`config.mk`:
```
export PLATFORM = sky130hd
export DESIGN_NAME = k16_fb_arbiter
export DESIGN_NICKNAME = d
export VERILOG_FILES = /design/src/rtl/k16_bus_pkg.sv /design/src/rtl/k16_fb_arbiter.sv
export SDC_FILE = /design/constraint.sdc
export NUM_CORES = 1
export LEC_CHECK = 0
export CORE_UTILIZATION = 48
export DETAILED_ROUTE_END_ITERATION = 10
export DONT_BUFFER_PORTS = 1
export PLACE_DENSITY = 0.65
export SLEW_MARGIN = 20
export SYNTH_ARGS = -nofsm -noshare
export SYNTH_HDL_FRONTEND = slang
export SYNTH_SLANG_ARGS = --single-unit
```
`constraint.sdc`:
```
create_clock -name clk -period 1.8 [get_ports clk]
set_input_delay 0.18 -clock clk [delete_from_list [all_inputs] [get_ports clk]]
set_output_delay 0.18 -clock clk [all_outputs]
set_load 0.05 [all_outputs]
```
`src/rtl/k16_bus_pkg.sv`:
```
// K16 bus package: frame-buffer window, CPU-side arbiter FSM states and the
// I/O register map shared with the CPU address decoder.
package k16_bus_pkg;

    localparam logic [15:0] FB_BASE = 16'h8000;   // CPU address of frame-buffer word 0
    localparam int          FB_SIZE = 1200;       // 40x30 text cells

    typedef enum logic [1:0] {
        CPU_IDLE    = 2'd0,
        CPU_RD_WAIT = 2'd1,
        CPU_ACK     = 2'd2
    } cpu_state_e;

    // I/O registers at the top of the CPU address space
    localparam logic [15:0] IO_UART_DATA = 16'hFFF8;
    localparam logic [15:0] IO_UART_STAT = 16'hFFF9;
    localparam logic [15:0] IO_TIMER_LO  = 16'hFFFA;
    localparam logic [15:0] IO_TIMER_HI  = 16'hFFFB;
    localparam logic [15:0] IO_LED       = 16'hFFFC;
    localparam logic [15:0] IO_SWITCH    = 16'hFFFD;
    localparam logic [15:0] IO_VGA_CTRL  = 16'hFFFE;

endpackage

```
`src/rtl/k16_fb_arbiter.sv`:
```
// Frame-buffer arbiter: shares the registered-read frame-buffer RAM between
// the VGA text fetcher (priority) and the CPU data bus (bounded starvation).
//
// Ports:
//   clk, rst_n                      clock, async active-low reset
//   cpu_req/we/addr/wdata           CPU four-phase request
//   cpu_ack/rdata                   CPU completion and read data
//   vga_req/addr                    single-cycle VGA fetch strobe
//   vga_valid/data                  VGA fetch result (data = ram_dout)
//   ram_we/waddr/din                registered RAM write port
//   ram_raddr                       combinational RAM read address
//   ram_dout                        RAM read data, one cycle after ram_raddr
//
// CPU FSM states:
//   state       | meaning
//   ------------+---------------------------------------------------------
//   CPU_IDLE    | waiting for cpu_req; writes/misses finish here in one cycle
//   CPU_RD_WAIT | read slot granted, RAM data arrives this cycle
//   CPU_ACK     | cpu_ack high until cpu_req drops
module k16_fb_arbiter
    import k16_bus_pkg::*;
#(
    parameter int          ADDR_WIDTH   = 11,
    parameter int          DATA_WIDTH   = 16,
    parameter logic [15:0] FB_BASE      = k16_bus_pkg::FB_BASE,
    parameter int          FB_SIZE      = k16_bus_pkg::FB_SIZE,
    parameter int          STARVE_LIMIT = 4
) (
    input  logic                  clk,
    input  logic                  rst_n,
    input  logic                  cpu_req,
    input  logic                  cpu_we,
    input  logic [15:0]           cpu_addr,
    input  logic [DATA_WIDTH-1:0] cpu_wdata,
    output logic                  cpu_ack,
    output logic [DATA_WIDTH-1:0] cpu_rdata,
    input  logic                  vga_req,
    input  logic [ADDR_WIDTH-1:0] vga_addr,
    output logic                  vga_valid,
    output logic [DATA_WIDTH-1:0] vga_data,
    output logic                  ram_we,
    output logic [ADDR_WIDTH-1:0] ram_waddr,
    output logic [DATA_WIDTH-1:0] ram_din,
    output logic [ADDR_WIDTH-1:0] ram_raddr,
    input  logic [DATA_WIDTH-1:0] ram_dout
);

    localparam int          STARVE_W = $clog2(STARVE_LIMIT + 1);
    localparam logic [16:0] WIN_LO   = {1'b0, FB_BASE};
    localparam logic [16:0] WIN_HI   = WIN_LO + 17'(FB_SIZE);

    cpu_state_e            state_q, state_d;
    logic [STARVE_W-1:0]   starve_q, starve_d;
    logic                  vga_pend;
    logic [ADDR_WIDTH-1:0] vga_pend_addr;

    logic                  fb_hit;
    logic [ADDR_WIDTH-1:0] cpu_offset;
    logic                  vga_any;
    logic                  starve_full;
    logic                  cpu_grant;
    logic                  wr_hit;
    logic                  rd_miss;
    logic                  vga_owns;

    // 17-bit compare so the window end may reach 0x10000 without wrapping
    assign fb_hit      = ({1'b0, cpu_addr} >= WIN_LO) && ({1'b0, cpu_addr} < WIN_HI);
    assign cpu_offset  = ADDR_WIDTH'(cpu_addr - FB_BASE);
    assign vga_any     = vga_req | vga_pend;
    assign starve_full = (starve_q == STARVE_W'(STARVE_LIMIT));

    always_comb begin
        state_d   = state_q;
        starve_d  = starve_q;
        cpu_grant = 1'b0;
        wr_hit    = 1'b0;
        rd_miss   = 1'b0;
        case (state_q)
            CPU_IDLE: begin
                if (cpu_req) begin
                    if (cpu_we) begin
                        wr_hit  = fb_hit;
                        state_d = CPU_ACK;
                    end else if (!fb_hit) begin
                        rd_miss = 1'b1;
                        state_d = CPU_ACK;
                    end else if (!vga_any || starve_full) begin
                        cpu_grant = 1'b1;
                        state_d   = CPU_RD_WAIT;
                    end else begin
                        // a full counter always wins the slot, so this never wraps
                        starve_d = starve_q + STARVE_W'(1);
                    end
                end
            end
            CPU_RD_WAIT: state_d = CPU_ACK;
            CPU_ACK:     if (!cpu_req) state_d = CPU_IDLE;
            default:     state_d = CPU_IDLE;
        endcase
        if (state_d == CPU_ACK && state_q != CPU_ACK) begin
            starve_d = '0;
        end
    end

    // A pending VGA fetch can only exist the cycle after a forced CPU slot,
    // when the CPU sits in RD_WAIT, so it is always served immediately.
    assign vga_owns  = vga_any & ~cpu_grant;
    assign ram_raddr = cpu_grant ? cpu_offset : (vga_pend ? vga_pend_addr : vga_addr);
    assign cpu_ack   = (state_q == CPU_ACK);
    assign vga_data  = ram_dout;

    always_ff @(posedge clk or negedge rst_n) begin
        if (!rst_n) begin
            state_q       <= CPU_IDLE;
            starve_q      <= '0;
            cpu_rdata     <= '0;
            vga_valid     <= 1'b0;
            ram_we        <= 1'b0;
            ram_waddr     <= '0;
            ram_din       <= '0;
            vga_pend      <= 1'b0;
            vga_pend_addr <= '0;
        end else begin
            state_q   <= state_d;
            starve_q  <= starve_d;
            vga_valid <= vga_owns;
            ram_we    <= wr_hit;
            if (wr_hit) begin
                ram_waddr <= cpu_offset;
                ram_din   <= cpu_wdata;
            end
            if (rd_miss) begin
                cpu_rdata <= '0;
            end else if (state_q == CPU_RD_WAIT) begin
                cpu_rdata <= ram_dout;
            end
            vga_pend <= cpu_grant & vga_req;
            if (cpu_grant && vga_req) begin
                vga_pend_addr <= vga_addr;
            end
        end
    end

endmodule

```
# Yosys cells after proc, flatten, opt, wreduce, memory -nomap -nowiden
# Cells that the tools add are included.
dict set report totals {
  romBits 0
  in_bits 64
  output_inout_bits 73
  reg_bits 62
  latchBits 0
  ram_bits 0
  memories 0
}
dict set report op_classes {
  bitwise 4
  mul 0
  shift 0
  n_div 0
  muxes 28
  n_reduce_logical 11
  n_lt_le_gt_ge 2
  addsub 2
  n_eq_ne 7
}
# cell n
set op_table {}
lappend op_table {{16-bit 2-to-1 mux} 2}
lappend op_table {{11-bit 2-to-1 mux} 2}
lappend op_table {{3-bit 2-to-1 mux} 6}
lappend op_table {{16-bit >= comparator, second input constant} 1}
lappend op_table {{16-bit less-than comparator, second input constant} 1}
lappend op_table {{1-bit 2-to-1 mux} 12}
lappend op_table {{11-bit by 1-bit subtractor with 11-bit output, second input constant} 1}
lappend op_table {{2-bit 2-to-1 mux} 5}
lappend op_table {{2-bit nonzero test} 4}
lappend op_table {{2-bit one-hot mux with 3 select lines} 1}
lappend op_table {{5-bit AND reduction} 1}
lappend op_table {{2-bit == test, second input constant} 2}
lappend op_table {{2-bit by 1-bit inequality test with 1-bit output, second input constant} 2}
lappend op_table {{3-bit by 1-bit adder with 3-bit output, second input constant} 1}
lappend op_table {{3-bit == test, second input constant} 1}
lappend op_table {{1-bit logical AND} 3}
lappend op_table {{1-bit bitwise AND} 2}
lappend op_table {{2-bit by 1-bit == test with 1-bit output, second input constant} 1}
lappend op_table {{2-bit logical NOT} 1}
lappend op_table {{2-bit inequality test, second input constant} 1}
lappend op_table {{1-bit logical NOT} 1}
lappend op_table {{1-bit logical OR} 1}
lappend op_table {{1-bit NOT} 1}
lappend op_table {{1-bit bitwise OR} 1}

# Longest topological paths before layout
dict set report depth {
  depth_word 12
  ltp_mapped 7
}

# Worst setup path after synthesis
# No wires, ideal clock.
dict set report synth_timing {
  path_type {flip-flop to output port}
  from {register state_q[1]}
  to {output port ram_raddr[1]}
  arrival_ns 1.786
  path_stages_with_launch 6
  path_slack_ns -0.166
  path_cell_list {dfrtp_1 -> or4b_4 -> nor2_2 -> nand3_2 -> buf_6 -> mux2_4}
}
dict set report synth_between {
  elab_chain_len 3
}
# element line
set synth_rtl {}
lappend synth_rtl {{from (decl)} k16_fb_arbiter.sv:52} ;# cpu_state_e state_q, state_d;
lappend synth_rtl {{from (signal assigned)} k16_fb_arbiter.sv:124} ;# state_q <= state_d;
lappend synth_rtl {{2-bit logical NOT} k16_fb_arbiter.sv:78} ;# case (state_q)
lappend synth_rtl {{1-bit 2-to-1 mux} k16_fb_arbiter.sv:78}
lappend synth_rtl {{11-bit 2-to-1 mux} k16_fb_arbiter.sv:108} ;# assign ram_raddr = cpu_grant ? cpu_offset : (vga_pend ? vga_pend_addr : vga_addr);
lappend synth_rtl {{to (decl)} k16_fb_arbiter.sv:44} ;# output logic [ADDR_WIDTH-1:0] ram_raddr,
# No other way between the ends.

# Worst setup path after layout
dict set report layout_timing {
  from {register state_q[0]}
  to {output port ram_raddr[1]}
}
# Same word-level chain as after synthesis.

==> results.md <==
- The flow ran to the end, but the final reports show violations.
- The final reports fail on negative setup slack.
- The worst hold path terminates at state_q[1].
- After detailed routing, the total wire length is 7341 microns.
- The sequential share of power is 51.8%.
- The worst setup path is captured at a primary output.
- Setup repair after global routing could not meet its margin everywhere.
- The total via count in the routed design is 2125.
- Of the total power, the clock network draws 37.1%.
- The nature of the critical path startpoint is a register.
- In this run the power spent charging and discharging nets is 837.0 uW.
- The number of hold violations in the final report is 0.
- The worst hold path passes through 2 cells.
- The count of routing violations after the opening detailed-route iteration is 65.
- Counting I/O delays and the setup requirement, the final critical path takes 2.241 ns.
- The number of distinct library cells after synthesis is 40.
- The internal power summed over all cells is 2246 uW.
- The critical path goes through or4b_4, nor2_4, nand3_4, buf_8, mux2_4.
- The initial core utilization is 50.46%.
- The detail-routed via count per cell is 5.380.
- Dividing the synthesized area by the synthesized cell count gives 12.51 sq um.
- The arrival time of data at the critical path endpoint is 2.06 ns.
- The critical path data required time is 1.62 ns.
- For this run, the number of Yosys warnings is 0.
- In the post-route analysis, the smallest setup slack over all paths is -0.4413 ns.
- The floorplan step set the die height to 81.59 microns.
- Global routing finished with a remaining overflow of 0.
- In the final layout, the multi-input gates occupy 0.001346 sq mm.
- The first global-routing pass estimated 10540 microns of wire.
- Of all nets on the critical path, the largest fanout is 5.
- The clock latency reported for the late side of the worst-skew pair is 0.33 ns.
- The final setup skew is 0.005304 ns.
- The top cell types in the final layout, fill and taps aside, are dfrtp_1 (62), dlygate4sd3_1 (56), nand2_1 (33).
- The cell area power density is 748.8 mW/mm^2.
- Entering global routing, the biggest net connects 63 pins.
- For this run, the post-layout net count is 381.
- The number of nets in the synthesized netlist is 309.
- The worst-case IR drop observed on VDD is 0.7033 mV.
- The final core utilization is 68.33%.
- The path class of the tightest hold or removal check is input port to register.
- The switching part of the total is 27.15%.
- The number of clock sinks is 62.
- The floorplan step set the die width to 81.59 microns.
- Of the cells placed in the final design, the portion with a size suffix greater than 1 is 30.00%.
- The reg-to-reg setup timing slack is -0.16 ns.
- For the pin with the worst max-slew slack, the measured transition is 0.5159 ns.
- The total core area is 0.006026 sq mm.
- The critical path is of the register to primary output type.
- In this run the deepest clock path goes through 2 buffers.
- The count of antenna diodes in the layout is 0.
- The count of max-cap constraint violations is 0.
- The overall track demand over capacity in global routing is 21.65%.
- The half-perimeter wire length of the detailed placement result is 4157 microns.
- The startpoint identified for the worst hold timing path is cpu_req.
- In the final routed layout, each cell accounts on average for 18.58 microns.
- For this run, the top clock speed supported by timing is 446.2 MHz.
- The via count of the first global-routing pass is 2183.
- The worst register-to-register path has a depth of 6.
- The post-synthesis async set-or-reset flop share is 100.0%.
- The number of standard-cell rows in the floorplan is 28.
- In the final layout, flip-flops and latches occupy 0.001551 sq mm.
- The number of antenna violations at the first check in global routing is 0.
- The global placer's final weighted congestion is 0.8146.
- The finished cells cover 0.004118 sq mm.
- The final count of pins violating max slew was 0.
- TritonCTS built the clock tree.
- The share of total power in combinational logic is 11.1%.
- The layout has 438 filler cells.
- The total clock buffers created by CTS is 9.
- The period utilization is 124.5%.
- CTS placed an instance of clkbuf_8 at the clock tree root.
- Counting flops with a built-in enable in the synthesized netlist gives 0.
- In the synthesized netlist the dominant register cell turns out to be dfrtp_1.
- The cell count after synthesis came out at 243.
- The cell with the largest stage delay on the worst path is or4b_4.
- The share of the yosys chip area belonging to registers is 51.03%.
- The number of register bits inferred by synthesis is 62.
- The area growth from synthesis to layout is 35.43%.
- The area of the mapped netlist is 0.003040 sq mm.
- The number of top-level design ports is 137.
- The number of iterations in the first detailed-routing pass is 4.
- In this run the tool buffered the top-level ports with 0 buffer cells.
- Headroom to the max-slew limit came out at 65.61%.
- In this run the number of H-tree levels came out at 3.
- The setup violation total in the final timing report is 22.
- The detail route stage leaves a number of antenna-violating nets equal to 0.
- The largest single stage delay on the critical path is 0.54 ns.
- Adding up every negative setup slack in the final design gives -6.345 ns.
- Clock-pin slew was measured on the worst setup and hold paths at 0.06 ns.
- The die outline area is 0.006656 sq mm.
- The worst register-to-register path ends at vga_pend_addr[2].
- The static leakage is 0.001962 uW.
- After detailed routing, the number of remaining DRC violations is 0.
- The startpoint of the worst-slack reg-to-reg timing path is state_q[0].
- The library cell used most frequently in the layout, excluding fill and tap cells, is dfrtp_1.
- Summing all placed instances gives a cell area of 0.003133 sq mm.
[cell type report]
type	instances	area share, %
repair buffers	88	22.58
clock buffers	11	3.191
flip-flops and latches	62	37.68
clock inverters	5	1.215
multi-input cells	150	32.70
inverters	4	0.3646
well taps	75	2.279
[through the flow]
stage               instances  hold WS [ns]  setup WS [ns]  power (uW)
floorplan                 243       -0.1156        -0.1281        1863
global placement          312       -0.1135        -0.1343        1812
detailed placement        312       -0.1135        -0.1748        1817
CTS                       388        0.1203        -0.4823        3106
global route              395        0.1393        -0.4994        3201
finish                    395        0.1452        -0.4413        3083
[critical path, delay by kind of cell, from the launching register on]
family	cells	cell delay, ns
mux	1	0.39
flops	1	0.38
simple gates	3	0.80
buf+inv	1	0.17
[logic make-up after synthesis]
logic type | share of synthesized area [%]
and+or+nand+nor | 10.16
buffers and inverters | 7.119
AOI/OAI and AO/OA | 6.297
DFF | 51.03
adders and majority gates | 0.8229
muxes | 24.57
[synth_stat cells, types with 2 or more instances]
cell       instances  area, sq um
dfrtp_1           62         1551
nand2_1           33        123.9
mux2_1            25        281.5
mux2_4            19        285.3
a21oi_1           17        85.08
buf_4             16        120.1
mux2_2            16        180.2
clkbuf_1           6        22.52
inv_1              4        15.01
buf_6              3        33.78
nor3_1             3        15.01
nor3b_1            3        22.52
a22oi_1            2        15.01
a2bb2oi_1          2        17.52
ha_1               2        25.02
nand2b_1           2        12.51
nand4_1            2        12.51
nor2b_1            2        12.51
o21a_1             2        15.01
o21ai_0            2        10.01
[routing by layer]
layer  vias to the layer above  GRT usage (%)  wire length (microns)
met2                        72          36.42                   3729
li1                        975              -                      -
met3                         6          7.889                    488
met4                         0          7.719                     76
met5                         -              0                      0
met1                      1072          25.39                   3047
[registers in the layout, indices dropped and copies added (netlist names)]
name / cells
cpu_rdata: 16
ram_din: 16
ram_waddr: 11
vga_pend_addr: 11
starve_q: 3
state_q: 2
ram_we: 1
vga_pend: 1
vga_valid: 1
[repair_timing]
action,in CTS,in global routing
hold endpoints to repair,118,0
buffers inserted,3,6
hold buffers,57,0
resized for setup,5,10
setup endpoints to repair,45,31
gates cloned,0,2
pin swaps,1,3
[power groups by stage]
| stage | sequential [uW] | clock (uW) | combinational [uW] |
|---|---|---|---|
| final | 1600 | 1140 | 341 |
| after global routing | 1600 | 1230 | 366 |
| after CTS | 1600 | 1180 | 331 |
| after detailed placement | 1620 | 0 | 193 |
| after global placement | 1620 | 0 | 189 |
| after floorplan | 1620 | 0 | 247 |
[worst max-delay path by stage]
| stage | start | end | cells past startpoint |
|---|---|---|---|
| after detailed placement | state_q[0] | ram_raddr[1] | 5 |
| after floorplan | state_q[0] | ram_raddr[1] | 5 |
| after CTS | state_q[0] | ram_raddr[1] | 5 |
| after global routing | state_q[0] | ram_raddr[1] | 5 |
| after global placement | state_q[0] | ram_raddr[1] | 5 |
| final | state_q[0] | ram_raddr[1] | 5 |
Note: power is estimated with default switching activity, not from simulation.
